$ cat config.mk
export PLATFORM = sky130hd
export DESIGN_NAME = pipelined_control
export DESIGN_NICKNAME = d
export VERILOG_FILES = /design/src/rtl/pipelined_control.sv
export SDC_FILE = /design/constraint.sdc
export NUM_CORES = 1
export LEC_CHECK = 0
export BUFFER_PORTS_ARGS = -buffer_cell sky130_fd_sc_hd__buf_2
export CAP_MARGIN = 40
export CORE_MARGIN = 10
export CORE_UTILIZATION = 58
export CTS_BUF_LIST = sky130_fd_sc_hd__clkbuf_4
export CTS_CLUSTER_SIZE = 20
export DETAILED_ROUTE_END_ITERATION = 12
export PLACE_DENSITY = 0.95
export SYNTH_ARGS = -nofsm -noshare
export SYNTH_HDL_FRONTEND = slang
export SYNTH_SLANG_ARGS = --single-unit
$ cat constraint.sdc
create_clock -name clk -period 3.7 [get_ports clk]
set_input_delay 1.11 -clock clk [delete_from_list [all_inputs] [get_ports clk]]
set_output_delay 1.11 -clock clk [all_outputs]
set_load 0.01 [all_outputs]
$ cat src/rtl/pipelined_control.sv
// pipelined_control: single-stage instruction decoder with a registered
// control word, a memory-op hold state and a flush state.
// Optional feature: define CTRL_ILLEGAL_TRAP_EN to trap opcodes 14/15
// (illegal pulse plus entry to FLUSH); otherwise they decode as a NOP.
module pipelined_control #(
   parameter int INSTR_W = 9,
   parameter int OPC_W   = 4,
   parameter int ALUOP_W = 4,
   parameter int MEM_LAT = 2
) (
   input  logic               clk,
   input  logic               reset_n,
   input  logic [INSTR_W-1:0] instruction,
   input  logic               in_valid,
   output logic               in_ready,
   input  logic               stall,
   input  logic               flush,
   output logic               out_valid,
   output logic               branchFlag,
   output logic               memToRegFlag,
   output logic               memWriteFlag,
   output logic               regWriteFlag,
   output logic               putFlag,
   output logic               immtoRegFlag,
   output logic [ALUOP_W-1:0] ALUOp,
   output logic               illegal
);

   typedef enum logic [1:0] {RUN, MEM_WAIT, FLUSH} state_t;

   typedef struct packed {
      logic               branch;
      logic               mem_to_reg;
      logic               mem_write;
      logic               reg_write;
      logic               put;
      logic               imm_to_reg;
      logic [ALUOP_W-1:0] aluop;
   } ctrl_t;

   // A single-cycle memory op never enters MEM_WAIT, so its write strobe
   // goes out together with the rest of the control word.
   localparam bit MEM_SINGLE = (MEM_LAT == 1);
   localparam logic [3:0] MEM_LOAD = 4'(MEM_LAT - 1);

   state_t             state;
   logic [3:0]         count;
   logic               pend_wr;
   ctrl_t              ctrl_q;
   ctrl_t              dec;
   logic [OPC_W-1:0]   opc;
   int unsigned        op;
   logic               is_mem;
   logic               unused_hi;

   assign opc       = instruction[OPC_W:1];
   assign op        = 32'(opc);
   assign is_mem    = (op == 1) || (op == 2);
   // Bits above the opcode field carry operands and do not affect decode.
   assign unused_hi = ^instruction[INSTR_W-1:OPC_W+1];

`ifdef CTRL_ILLEGAL_TRAP_EN
   logic illegal_q;
   logic is_trap;
   assign is_trap = (op == 14) || (op == 15);
   assign illegal = illegal_q;
`else
   assign illegal = 1'b0;
`endif

   // Accept only in RUN, never while held downstream or in reset.
   assign in_ready = reset_n && (state == RUN) && !stall;

   // Opcode decode table; undefined opcodes fall through to an all-zero word.
   always_comb begin
      // NOTE: every field gets a default before the case so that no path
      // leaves a bit unassigned and infers a latch.
      dec = '0;
      case (op)
         0:  begin dec.aluop = ALUOP_W'(4'b0111); dec.imm_to_reg = 1'b1; dec.reg_write = 1'b1; end
         1:  begin dec.aluop = ALUOP_W'(4'b0111); dec.mem_to_reg = 1'b1; dec.reg_write = 1'b1; end
         2:  begin dec.aluop = ALUOP_W'(4'b0111); dec.mem_write  = 1'b1; end
         3:  begin dec.aluop = ALUOP_W'(4'b0101); dec.reg_write  = 1'b1; end
         4:  begin dec.aluop = ALUOP_W'(4'b0110); dec.reg_write  = 1'b1; end
         5:  begin dec.aluop = ALUOP_W'(4'b0001); dec.reg_write  = 1'b1; end
         6:  begin dec.aluop = ALUOP_W'(4'b0010); dec.reg_write  = 1'b1; end
         7:  begin dec.aluop = ALUOP_W'(4'b0000); dec.reg_write  = 1'b1; end
         8:  begin dec.aluop = ALUOP_W'(4'b0111); dec.branch     = 1'b1; end
         9:  begin dec.aluop = ALUOP_W'(4'b1010); dec.branch     = 1'b1; end
         10: begin dec.aluop = ALUOP_W'(4'b1000); dec.branch     = 1'b1; end
         11: begin dec.aluop = ALUOP_W'(4'b1001); dec.branch     = 1'b1; end
         12: begin dec.aluop = ALUOP_W'(4'b0011); dec.reg_write  = 1'b1; dec.put = instruction[0]; end
         13: begin dec.aluop = ALUOP_W'(4'b0100); dec.reg_write  = 1'b1; dec.put = instruction[0]; end
         default: dec = '0;
      endcase
   end

   // Control FSM with registered control word: flush beats stall beats transfer.
   always_ff @(posedge clk or negedge reset_n) begin
      // NOTE: only a handful of control flops here, so every one is reset;
      // sequential state uses non-blocking assignments throughout.
      if (!reset_n) begin
         state     <= RUN;
         count     <= '0;
         pend_wr   <= 1'b0;
         out_valid <= 1'b0;
         ctrl_q    <= '0;
`ifdef CTRL_ILLEGAL_TRAP_EN
         illegal_q <= 1'b0;
`endif
      end else if (flush) begin
         state     <= FLUSH;
         count     <= '0;
         pend_wr   <= 1'b0;
         out_valid <= 1'b0;
         ctrl_q    <= '0;
`ifdef CTRL_ILLEGAL_TRAP_EN
         illegal_q <= 1'b0;
`endif
      end else if (stall) begin
         // Outputs and counter freeze; a pending flush still completes.
         if (state == FLUSH) state <= RUN;
      end else begin
         case (state)
            RUN: begin
               if (in_valid) begin
                  out_valid        <= 1'b1;
                  ctrl_q           <= dec;
                  ctrl_q.mem_write <= dec.mem_write && MEM_SINGLE;
                  if (is_mem && !MEM_SINGLE) begin
                     state   <= MEM_WAIT;
                     count   <= MEM_LOAD;
                     pend_wr <= dec.mem_write;
                  end
`ifdef CTRL_ILLEGAL_TRAP_EN
                  illegal_q <= is_trap;
                  if (is_trap) begin
                     ctrl_q <= '0;
                     state  <= FLUSH;
                  end
`endif
               end else begin
                  out_valid <= 1'b0;
                  ctrl_q    <= '0;
`ifdef CTRL_ILLEGAL_TRAP_EN
                  illegal_q <= 1'b0;
`endif
               end
            end
            MEM_WAIT: begin
               // Control word holds; the write strobe fires on the last cycle.
               if (count == 4'd1) begin
                  count            <= '0;
                  state            <= RUN;
                  ctrl_q.mem_write <= pend_wr;
                  pend_wr          <= 1'b0;
               end else begin
                  count <= count - 4'd1;
               end
            end
            FLUSH: begin
               state     <= RUN;
               out_valid <= 1'b0;
               ctrl_q    <= '0;
`ifdef CTRL_ILLEGAL_TRAP_EN
               illegal_q <= 1'b0;
`endif
            end
            default: state <= RUN;
         endcase
      end
   end

   assign branchFlag   = ctrl_q.branch;
   assign memToRegFlag = ctrl_q.mem_to_reg;
   assign memWriteFlag = ctrl_q.mem_write;
   assign regWriteFlag = ctrl_q.reg_write;
   assign putFlag      = ctrl_q.put;
   assign immtoRegFlag = ctrl_q.imm_to_reg;
   assign ALUOp        = ctrl_q.aluop;

endmodule

Word level (Yosys, flattened, before mapping)
Cells that the tools add are included.

Register bits: 18. Output and inout bits: 13.

Multiplexer cells: 37. Reductions and logical operators: 18. Add/sub/neg operators: 1. Equality and inequality tests: 24.

Operators with widths (count): $pmux W4 S10 (1); $logic_not A32 Y1 (1); $mux W10 (3); $eq A4 B4 Y1 const B (6); $mux W4 (5); $eq A4 B3 Y1 const B (4); $mux W1 (15); $pmux W7 S2 (1); $mux W2 (6); $ne A4 B4 Y1 const B (3); $ne A3 B3 Y1 const B (3); $reduce_or A9 Y1 (1); $eq A4 B1 Y1 const B (2); $eq A4 B2 Y1 const B (2); $pmux W2 S2 (2); $pmux W4 S2 (1); $reduce_and A4 Y1 (2); $reduce_or A4 Y1 (2); $reduce_bool A3 Y1 (2); $reduce_and A5 Y1 (1); $pmux W1 S2 (2); $reduce_bool A4 Y1 (1); $sub A4 B1 Y4 const B (1); $ne A3 B1 Y1 const B (1); 11 further kinds (12).

Depth between registers and ports, before layout
Depth after elaboration: 7. Depth in mapped cells: 6. Mapped depth without buffers: 6.

Worst setup path after synthesis
No wires, ideal clock.

Kind: in2reg. Start point: input port instruction[4]. End point: register state[1]. Library setup time: 0.120 ns. Path slack: 1.200 ns. Required time: 3.580 ns. Arrival time: 2.381 ns. Path buffers: 1. Stages: 5. Path through: buf_6 -> or2_4 -> o21a_1 -> or4_1 -> a31o_1.

Longest elaborated chain between the ends: 4.

Ends and longest elaborated chain: from (decl) (RTL line 13) `input logic [INSTR_W-1:0] instruction,`; $eq A4 B1 Y1 / $eq A4 B2 Y1 (equally long branches) (RTL line 58) `assign is_mem = (op == 1) || (op == 2);`; $logic_or A1 B1 Y1 * (RTL line 58); $ne A4 B4 Y1 (no source line) *; $reduce_and A4 Y1 (no source line) *; to (signal assigned) (RTL line 103) `state <= RUN;`; to (signal assigned) (RTL line 112) `state <= FLUSH;`; to (signal assigned) (RTL line 122) `if (state == FLUSH) state <= RUN;`; to (decl) (RTL line 46) `state_t state;`.

Every way passes the cells marked *; elsewhere a longest branch is shown, timed or not. A chain may end at the register's enable or synchronous reset.

Final worst setup path
Start point: input port stall. End point: output port in_ready.

Longest elaborated chain between the ends: 2.

Ends and longest elaborated chain: from (decl) (RTL line 16) `input logic stall,`; $logic_not A1 Y1 (RTL line 72) `assign in_ready = reset_n && (state == RUN) && !stall;`; $logic_and A1 B1 Y1 (RTL line 72); to (decl) (RTL line 15) `output logic in_ready,`.

Every way passes these cells.

==> results.tsv <==
stage	metric	value	unit
placed_design	port bufs	21	
floorplanning	Die W	62.8	µm
timing	Max Fclk	368	MHz
synthesis	synthesized cell area	1060	µm²
clock_network	CTS root buf	clkbuf_4	
timing	Final Hold Slack	0.477	ns
worst_setup_path	Crit path required time	2.59	ns
flow_run	max-cap viol count	0	
placed_design	worst slack at placement	0.991	ns
floorplanning	Initial Utilization	0.615	
synthesis	Post-Syn Instances	111	
worst_setup_path	Crit Path Max Fanout	9	
cells_and_area	ratio of cells with drive above 1 in the final layout	0.206	
worst_setup_path	Critical Path Max Stage Delay	0.22	ns
cells_and_area	Register Area	450	µm²
drt	Antenna Violating Nets Remaining	0	
synthesis	Seq cells post-synth	18	
grt	grt total ovfl	0	
clock_network	# hold bufs at CTS	0	
cells_and_area	Final nets	152	
floorplanning	Site Rows	15	
grt	initial antenna violation count	0	
power	Comb power frac	0.203	
min_path	Hold Startpoint	putFlag$_DFFE_PN0P_	
drt	Iteration-0 DRC Markers	18	
power	Max IR drop VDD	0.186	mV
run_status	outcome	complete, no violations	
clock_network	htree depth	1	
clock_network	Clock Path Buffers	2	
worst_setup_path	Bufs and invs on worst path	2	
min_path	HP Class	flop to flop	
floorplanning	core box area	1730	µm²
grt	overall global routing resource usage	0.128	
drt	Routed WL	2450	µm
synthesis	top-area cell type share of the netlist area	0.424	
synthesis	largest cells by area after synthesis	dfrtp_1 42%, ha_1 5.9%, o21ai_0 5.2%, nand2_1 3.2%, nor2_1 3.2%	
cells_and_area	filler instances	144	
timing	Final period util	0.735	
power	Psw	0.113	mW
clock_network	CTS Buf Count	3	
floorplanning	Chip Height	62.8	µm
worst_setup_path	Crit path top cell by count	buf_2	
worst_setup_path	r2r worst-path depth	6	
power	Power Total	0.388	mW
synthesis	Yosys top cell by area	dfrtp_1	
grt	first-pass GRT wire length	4190	µm
worst_setup_path	family with the most delay on the worst path	buffers and inverters	
timing	setup TNS	0	ns
worst_setup_path	Reg-to-Reg Start	count[1]$_DFFE_PN0P_	
clock_network	CTS clk-pin slew, worst paths	0.09	ns
timing	Final Critical Period	2.72	ns
worst_setup_path	internal reg-to-reg setup slack	1.55	ns
synthesis	Synth Net Count	130	
clock_network	TritonCTS clock tree	done	
power	sequential share of power	0.552	
timing	# setup viols final	0	
clock_network	# clock sinks	18	
timing	Worst Max-Slew Pin Slew	0.605	ns
synthesis	Unique masters post-synth	44	
drt	DRC	0	
power	PD cells	324	nW/µm²
clock_network	post-CTS sizing	0	
drt	Pre-Repair DR Iteration Count	5	
worst_setup_path	arrival time worst endpoint	1.61	ns
timing	Slew Limit Fails	0	
drt	Via density	5.96	
synthesis	syn avg cell area	9.57	µm²
timing	Relative slew margins	0.595	
grt	vias in the first global route	915	
min_path	Hold Crit Endpoint	putFlag$_DFFE_PN0P_	
worst_setup_path	Reg-to-Reg End	state[1]$_DFFE_PN0P_	
power	LEAKAGE	0.609	nW
worst_setup_path	crit path cell chain	buf_2 -> and3b_1 -> buf_2	
floorplanning	Ports	27	
power	Clk pwr share	0.245	
timing	RSZ-0062 raised after global routing	no	
clock_network	post-CTS setup buffers	0	
synthesis	number of synthesized flops with an enable pin	0	
grt	largest net degree at the start of global routing	19	
timing	Setup Skew	0.00850	ns
clock_network	Clk Latency, worst-skew pair	0.29	ns
worst_setup_path	Crit. path cell count	3	
drt	Via Count	929	
synthesis	asr flop ratio synth	1.00	
min_path	WHS Path Cells	2	
worst_setup_path	Slowest cell on crit path	and3b_1	
worst_setup_path	Worst setup SP type	primary input	
floorplanning	overall die area	3940	µm²
power	Sw Ratio	0.292	
worst_setup_path	crit path capture type	primary output	
cells_and_area	area of the multi-input gates	561	µm²
power	Pint	0.275	mW
placed_design	hpwl dp	1840	µm
placed_design	routability cong.	0.868	
timing	Hold Vio Cnt, Final	0	
cells_and_area	area growth from synthesis to layout	12.6	%
synthesis	ys flop type	dfrtp_1	
timing	final setup margin	0.980	ns
synthesis	most common cell in the netlist	dfrtp_1	
synthesis	Synth warnings	0	
synthesis	Synth top cells by count	18 x dfrtp_1, 11 x o21ai_0, 9 x nand2_1, 9 x nor2_1	
synthesis	register area share after synthesis	0.424	
cells_and_area	ant diodes	0	
drt	WL per Instance	15.7	µm
worst_setup_path	critical setup path kind	primary input to primary output	
==> area by class of cell <==
cell class | count | share of cell area
clock buffer | 3 | 0.0188
sequential | 18 | 0.377
tap | 25 | 0.0262
timing repair buffer | 22 | 0.0941
inverter | 5 | 0.0157
multi-input combinational | 83 | 0.469
==> through the flow <==
step	std cells	utilization	area, µm²
3_3_place_gp	153	0.680	1170
5_1_grt	156	0.693	1200
3_5_place_dp	153	0.680	1170
6_report	156	0.693	1200
2_1_floorplan	111	-	1060
4_1_cts	156	0.693	1200
==> registers in the layout, summed over array words and instances, names as in the netlist <==
name	flops
ALUOp	4
count	4
state	2
branchFlag	1
immtoRegFlag	1
memToRegFlag	1
memWriteFlag	1
out_valid	1
pend_wr	1
putFlag	1
regWriteFlag	1
==> layer usage <==
layer | part of all wire | GRT usage | vias up
met2 | 0.49 | 0.219 | 31
met5 | 0 | 0 | -
li1 | - | - | 449
met3 | 0.080 | 0.0609 | 9
met4 | 0.031 | 0.0670 | 0
met1 | 0.40 | 0.126 | 440
==> cell families after synthesis <==
family	synth area share
fa+ha+maj	0.0589
compound gates	0.220
buf+inv	0.0483
simple gates	0.200
other cells	0.00353
mux	0.0283
flops	0.424
xor+xnor	0.0165
==> power by group through the flow <==
stage	Clock [mW]	Sequential, mW	Combinational (mW)
2_1_floorplan	0	0.217	0.0535
3_3_place_gp	0	0.216	0.0740
3_5_place_dp	0	0.217	0.0776
4_1_cts	0.0959	0.214	0.0787
5_1_grt	0.108	0.216	0.0883
6_report	0.0950	0.214	0.0788
==> worst max path at each step <==
stage / start / endpoint / slack (ns)
final: stall / in_ready / 0.98
after global routing: stall / in_ready / 0.96
after floorplan: instruction[4] / state[1]$_DFFE_PN0P_ / 1.20
after CTS: stall / in_ready / 0.98
after global placement: stall / in_ready / 1.01
after detailed placement: stall / in_ready / 0.99
==> cell usage in the layout (no fill, tap or decap), drive strengths merged, types with 2 or more instances in the layout <==
| cell type | n |
|---|---|
| nor2 | 9 |
| clkbuf | 3 |
| mux2i | 3 |
| dfrtp | 18 |
| nor2b | 2 |
| a22o | 3 |
| xnor2 | 2 |
| ha | 5 |
| o21ai | 12 |
| inv | 5 |
| nand2 | 9 |
| o21a | 2 |
| nor3 | 2 |
| buf | 22 |
| a32o | 2 |
| nor3b | 2 |
| o31ai | 2 |
| nand3 | 4 |
| a21oi | 2 |
==> tightest hold or removal path: cells and delay by family (launching register included) <==
family             cells  cell delay, ns
DFF                    1            0.35
AOI/OAI and AO/OA      1            0.05
and+or+nand+nor        1            0.05
No activity file was read; power rests on OpenSTA's default activity.
